File: src/rtl/keypad_scanner.sv
// Keypad row scanner with press/release debounce.
// Feeds a stable one-hot row/column pair to the keypad decoder.
module keypad_scanner #(
    parameter int SCAN_DIV     = 1000,
    parameter int DEBOUNCE_CNT = 4
) (
    input  logic       clk,
    input  logic       rst_n,
    input  logic [2:0] col_in,
    output logic [3:0] row_drv,
    output logic [3:0] key_rows,
    output logic [2:0] key_cols,
    output logic       key_valid,
    output logic       key_held
);

    localparam int DW = $clog2(SCAN_DIV);
    localparam int CW = $clog2(DEBOUNCE_CNT + 1);
    localparam logic [DW-1:0] DIV_LAST = DW'(SCAN_DIV - 1);
    localparam logic [CW-1:0] CNT_DONE = CW'(DEBOUNCE_CNT);
    localparam logic [CW-1:0] CNT_ONE  = CW'(1);
    localparam bit FAST_ACC = (DEBOUNCE_CNT == 1);

    typedef enum logic [1:0] {
        SCAN,
        DEBOUNCE,
        HELD
    } state_t;

    state_t state, state_nxt;

    logic [2:0]    col_m;
    logic [2:0]    col_s;
    logic [DW-1:0] div_cnt;
    logic          tick;
    logic [3:0]    cand_row;
    logic [2:0]    cand_col;
    logic [CW-1:0] deb_cnt;
    logic [CW-1:0] rel_cnt;
    logic [CW-1:0] deb_inc;
    logic [CW-1:0] rel_inc;
    logic          col_one;
    logic          col_none;
    logic          col_match;
    logic          capture;
    logic          accept;
    logic          bounce;
    logic          rel_done;
    logic          advance;
    logic [3:0]    acc_row;
    logic [2:0]    acc_col;

    always_ff @(posedge clk or negedge rst_n) begin
        if (!rst_n) begin
            col_m <= '0;
            col_s <= '0;
        end else begin
            col_m <= col_in;
            col_s <= col_m;
        end
    end

    always_ff @(posedge clk or negedge rst_n) begin
        if (!rst_n) begin
            div_cnt <= '0;
        end else if (tick) begin
            div_cnt <= '0;
        end else begin
            div_cnt <= div_cnt + DW'(1);
        end
    end

    assign tick      = (div_cnt == DIV_LAST);
    assign col_none  = (col_s == 3'b000);
    assign col_one   = (col_s == 3'b001) || (col_s == 3'b010) ||
                       (col_s == 3'b100);
    assign col_match = (col_s == cand_col);
    assign deb_inc   = deb_cnt + CNT_ONE;
    assign rel_inc   = rel_cnt + CNT_ONE;

    always_ff @(posedge clk or negedge rst_n) begin
        if (!rst_n) begin
            state <= SCAN;
        end else begin
            state <= state_nxt;
        end
    end

    always_comb begin
        state_nxt = state;
        if (tick) begin
            unique case (state)
                SCAN: begin
                    if (col_one) begin
                        state_nxt = FAST_ACC ? HELD : DEBOUNCE;
                    end
                end
                DEBOUNCE: begin
                    if (!col_match) begin
                        state_nxt = SCAN;
                    end else if (deb_inc == CNT_DONE) begin
                        state_nxt = HELD;
                    end
                end
                HELD: begin
                    if (col_none && (rel_inc == CNT_DONE)) begin
                        state_nxt = SCAN;
                    end
                end
                default: state_nxt = SCAN;
            endcase
        end
    end

    always_comb begin
        capture  = tick && (state == SCAN) && col_one;
        bounce   = tick && (state == DEBOUNCE) && !col_match;
        accept   = (capture && FAST_ACC) ||
                   (tick && (state == DEBOUNCE) && col_match &&
                    (deb_inc == CNT_DONE));
        rel_done = tick && (state == HELD) && col_none &&
                   (rel_inc == CNT_DONE);
        advance  = (tick && (state == SCAN) && !col_one) ||
                   bounce || rel_done;
        // A single-tick accept comes straight from the live scan values
        acc_row  = (state == SCAN) ? row_drv : cand_row;
        acc_col  = (state == SCAN) ? col_s : cand_col;
    end

    always_ff @(posedge clk or negedge rst_n) begin
        if (!rst_n) begin
            row_drv   <= 4'b1000;
            cand_row  <= '0;
            cand_col  <= '0;
            deb_cnt   <= '0;
            rel_cnt   <= '0;
            key_rows  <= '0;
            key_cols  <= '0;
            key_valid <= 1'b0;
            key_held  <= 1'b0;
        end else begin
            key_valid <= accept;
            if (advance) begin
                row_drv <= {row_drv[0], row_drv[3:1]};
            end
            if (capture) begin
                cand_row <= row_drv;
                cand_col <= col_s;
            end
            if (accept || bounce) begin
                deb_cnt <= '0;
            end else if (capture) begin
                deb_cnt <= CNT_ONE;
            end else if (tick && (state == DEBOUNCE)) begin
                deb_cnt <= deb_inc;
            end
            if (tick && (state == HELD)) begin
                rel_cnt <= (col_none && !rel_done) ? rel_inc : '0;
            end
            if (accept) begin
                key_rows <= acc_row;
                key_cols <= acc_col;
                key_held <= 1'b1;
            end else if (rel_done) begin
                key_rows <= '0;
                key_cols <= '0;
                key_held <= 1'b0;
            end
        end
    end

endmodule

File: config.mk
export PLATFORM = sky130hd
export DESIGN_NAME = keypad_scanner
export DESIGN_NICKNAME = d
export VERILOG_FILES = /design/src/rtl/keypad_scanner.sv
export SDC_FILE = /design/constraint.sdc
export NUM_CORES = 1
export LEC_CHECK = 0
export BUFFER_PORTS_ARGS = -buffer_cell sky130_fd_sc_hd__buf_2
export CORE_MARGIN = 3
export CORE_UTILIZATION = 35
export CTS_CLUSTER_SIZE = 25
export DETAILED_ROUTE_END_ITERATION = 6
export PLACE_DENSITY = 0.53
export SLEW_MARGIN = 15
export SYNTH_ARGS = -nofsm -noshare
export SYNTH_HDL_FRONTEND = slang
export SYNTH_SLANG_ARGS = --single-unit
File: constraint.sdc
create_clock -name clk -period 4.6 [get_ports clk]
set_clock_uncertainty 0.2 [all_clocks]
set_input_delay 0.46 -clock clk [delete_from_list [all_inputs] [get_ports clk]]
set_output_delay 0.46 -clock clk [all_outputs]
set_load 0.01 [all_outputs]
After elaboration in Yosys (flattened, before gate mapping)
Cells that the tools add are included.

cells by class
  add/sub/neg operators = 3
  equality and inequality tests = 12
  mux-type cells = 18
  reduce and logical (&&, ||, !) cells = 25

operators by type and width
  cell                   count
  $mux 3                 7
  $logic_and 1x1->1      12
  $mux 4                 3
  $add 10x1->10 const B  1
  $eq 10x10->1 const B   1
  $mux 10                1
  $eq 3x3->1 const B     3
  $mux 2                 4
  $add 3x1->3 const B    2
  $pmux 2 s3             1
  $logic_or 1x1->1       5
  $ne 2x2->1 const B     2
  $reduce_and 4->1       1
  $eq 3x1->1 const B     1
  $eq 3x2->1 const B     1
  $eq 3x3->1             1
  $logic_not 1->1        3
  $logic_not 3->1        1
  $ne 3x3->1 const B     1
  $reduce_bool 3->1      1
  $eq 2x1->1 const B     1
  $eq 2x2->1 const B     1
  $logic_not 2->1        1
  $mux 1                 2
  $reduce_bool 2->1      1

word-level totals
  register bits = 44
  bits of input ports = 5
  output and inout bits = 13
  logic and storage cells = 71

Depth between registers and ports, before layout
  word-level depth = 7
  depth in mapped cells = 7

Worst setup path after synthesis
OpenSTA, ideal clock, no wires.

  path kind = register to register
  start point = register rel_cnt[0]
  end point = register row_drv[0]
  setup time = 0.125 ns
  data arrival time = 1.731 ns
  data required time = 4.275 ns
  path slack = 2.544 ns
  stages on the path, launching flop included = 7
  path through = dfrtp_1 -> ha_1 -> xor2_1 -> and3_1 -> a22o_1 -> a22oi_2 -> mux2_2

between the ends
  longest elaborated chain between the ends = 4

ends and longest elaborated chain
  what                      RTL line  source
  start: declaration        39        logic [CW-1:0] rel_cnt;
  start signal: assignment  158       rel_cnt <= (col_none && !rel_done) ? rel_inc : '0;
  $add 3x1->3               79        assign rel_inc = rel_cnt + CNT_ONE;
  $eq 3x3->1                122       (rel_inc == CNT_DONE);
  $logic_and 1x1->1         121       rel_done = tick && (state == HELD) && col_none &&
  $logic_or 1x1->1          124       bounce || rel_done;
  end signal: assignment    144       row_drv <= {row_drv[0], row_drv[3:1]};
  end: declaration          10        output logic [3:0] row_drv,

Every way passes these cells.
A chain may end at the register's enable or synchronous reset.

Final worst setup path
  start point = register div_cnt[0]
  end point = register cand_col[0]

between the ends
  longest elaborated chain between the ends = 3

ends and longest elaborated chain
  what                            RTL line  source
  start: declaration              34        logic [DW-1:0] div_cnt;
  start signal: assignment        69        div_cnt <= div_cnt + DW'(1);
  $eq 10x10->1                    73        assign tick = (div_cnt == DIV_LAST);
  $logic_and 1x1->1 (2 in a row)  116       capture = tick && (state == SCAN) && col_one;
  end signal: assignment          148       cand_col <= col_s;
  end: declaration                37        logic [2:0] cand_col;

Every way passes these cells.

==> results_dict.tcl <==
set metrics [dict create \
    hpwl_um 2744 \
    synth_top_area_share_pct 51.59 \
    slew_violations 0 \
    crit_required_ns 4.58 \
    arrival_ns 2.42 \
    async_flop_share_pct 100.0 \
    synth_fp_nets 189 \
    cts-root-buf "clkbuf_8" \
    wl_per_cell_um 13.83 \
    drtIter0Drc 80 \
    path_clk_slew_ns 0.08 \
    layout_common_cells "dfrtp_1 (43), buf_2 (17), nand3_1 (15)" \
    power_density_mw_per_mm2 283.4 \
    grt_use_total_pct 11.49 \
    p_leak_nw 1.150 \
    post-route-util_pct 40.90 \
    die_w_um 83.20 \
    cts_tree "built" \
    cp_num_buf_inv 0 \
    core_area_mm2 0.005642 \
    avgViaCountPerCell 5.149 \
    whs_endpoint "col_m[2]" \
    path_cells "ha_1, nand2_1, nor3_4, nand3_1, mux2_2" \
    crit_type "reg2reg" \
    cts-htree-levels 2 \
    p_total_mw 0.6539 \
    dpl-instance-area_mm2 0.002215 \
    fin_ws_ns 2.158 \
    drive_above_1_share_pct 25.38 \
    nFillCells 535 \
    slowest_delay_ns 0.50 \
    wirelength_um 3720 \
    yosysWarnings 0 \
    reg2reg_depth 5 \
    r2r_slack_ns 2.16 \
    hold_depth 1 \
    port_buffers 17 \
    synth_area_leaders "dfrtp_1 (52%), mux2_2 (6.5%), nand3_1 (3.6%)" \
    ios 18 \
    yosysSeqAreaShare_pct 52.85 \
    synth-seq-cells 44 \
    post-cts-setup-buffers 0 \
    min_from "col_in[2]" \
    r2r-end "cand_col[0]" \
    synthCells 179 \
    cts_resized 0 \
    clock.fmax_ghz 0.4096 \
    max_cap_viol_count 0 \
    synth_cell_types 42 \
    die_y_um 83.20 \
    clock_sinks 44 \
    rsz0062_at_grt "no" \
    worstMarginPinSlew_ns 0.9613 \
    routabilityCongestion 0.7340 \
    initial_core_util_pct 36.97 \
    synthFlopType "dfrtp_1" \
    avgSynthCellArea_um2 11.65 \
    syn_area_mm2 0.002086 \
    finalInstanceArea_mm2 0.002307 \
    grt_pass1_vias 1297 \
    tns_ns 0 \
    hold_buffers 0 \
    grt_max_degree 45 \
    fin_cells 269 \
    dr_total_vias 1385 \
    crit_path_end_kind "flop" \
    layout_worst_path_cycle_share_pct 53.08 \
    critPathTopFamily "simple AND/OR/NAND/NOR gates" \
    dieArea_mm2 0.006921 \
    cp-start-kind "flop" \
    grt_antenna_before_repair 0 \
    worstPathMaxFanout 13 \
    drc_errors 0 \
    vdd_drop_max_v 0.0001834 \
    syn2layout_area_growth_pct 10.62 \
    insertion_delay_ns 0.29 \
    timing.rr.start "div_cnt[0]" \
    synth-edff-count 0 \
    yosysTopAreaCell "dfrtp_1" \
    setup.worst_path.start "div_cnt[0]" \
    diodes 0 \
    relSlewSlack_pct 35.91 \
    cts_buffers 5 \
    cp_slowest_cell "nand3_1" \
    grt_pass1_wl_um 6368 \
    rows 27 \
    hold_slack_ns 0.07859 \
    final-setup-viol-count 0 \
    dp.cells 261 \
    dr.pass1.iters 4 \
    status "finished clean" \
    min_period_ns 2.442 \
    hp-class "in2reg" \
    place_ws_ns 2.157 \
    hold_viol_final 0 \
    layout_commonest_cell "dfrtp_1" \
    grt-ovfl-total 0 \
    drt.antenna.violating_nets 0 \
    nets 206 \
    cts_buffer_depth 2 \
]
routing by layer:
metal / vias up / global-route usage, % / part of all wire (%)
met5: - / 0 / 0
met4: 0 / 3.566 / 1.0
met3: 4 / 3.373 / 3.0
met2: 18 / 17.78 / 47
met1: 694 / 15.54 / 49
li1: 669 / - / -
final cells by class:
class	count	area (µm²)	share of cell area (%)
well taps	72	90.09	3.905
flip-flops and latches	44	1102	47.78
clock buffers	6	82.58	3.579
multi-input cells	126	929.6	40.29
inverters	2	7.507	0.3254
clock inverters	2	10.01	0.4338
repair buffers	17	85.08	3.688
worst max-delay path by stage:
| stage | endpoint | slack, ns | depth (start not counted) |
|---|---|---|---|
| floorplan | row_drv[0] | 2.54 | 6 |
| global placement | cand_row[2] | 2.23 | 5 |
| detailed placement | cand_row[2] | 2.16 | 5 |
| CTS | cand_row[2] | 2.13 | 5 |
| global route | cand_row[0] | 1.89 | 5 |
| finish | cand_col[0] | 2.16 | 5 |
power breakdown:
group / internal [mW] / switching (mW)
clock network: 0.120 / 0.125
registers: 0.389 / 0.00337
logic: 0.00526 / 0.0116
cell families after synthesis:
logic type,count (synthesis),share of synthesized area (%)
multiplexers,19,9.838
flip-flops,44,52.85
adder cells (fa/ha/maj),5,2.999
buffers and inverters,9,2.579
AO/OA/AOI/OAI,30,10.74
XOR/XNOR,11,4.619
AND/OR/NAND/NOR,61,16.38
flip-flops by register name, summed over array words and instances (netlist names):
name	cells
cand_col	3
cand_row	4
col_m	3
col_s	3
deb_cnt	3
div_cnt	10
key_cols	3
key_held	1
key_rows	4
key_valid	1
rel_cnt	3
row_drv	4
state	2
synth_stat cells, types with 2 or more instances:
library cell  instances
dfrtp_1              43
o21ai_0               7
ha_1                  5
nor3_1                2
mux2i_1               7
nand3_1              15
and3_1                5
buf_4                 2
mux2_2               12
inv_1                 2
nand2_1              12
xor2_1                7
nor2_1               12
o21ai_1               8
a21boi_0              2
xnor2_1               4
a22o_1                3
nand2b_1              4
buf_2                 4
worst reg2reg max path: cells and delay by family, from the launching register on:
kind	cells	cell delay [ns]
multiplexers	1	0.42
flip-flops	1	0.39
AND/OR/NAND/NOR	3	1.10
adder cells (fa/ha/maj)	1	0.21
Power figures use the tool's default switching activity.
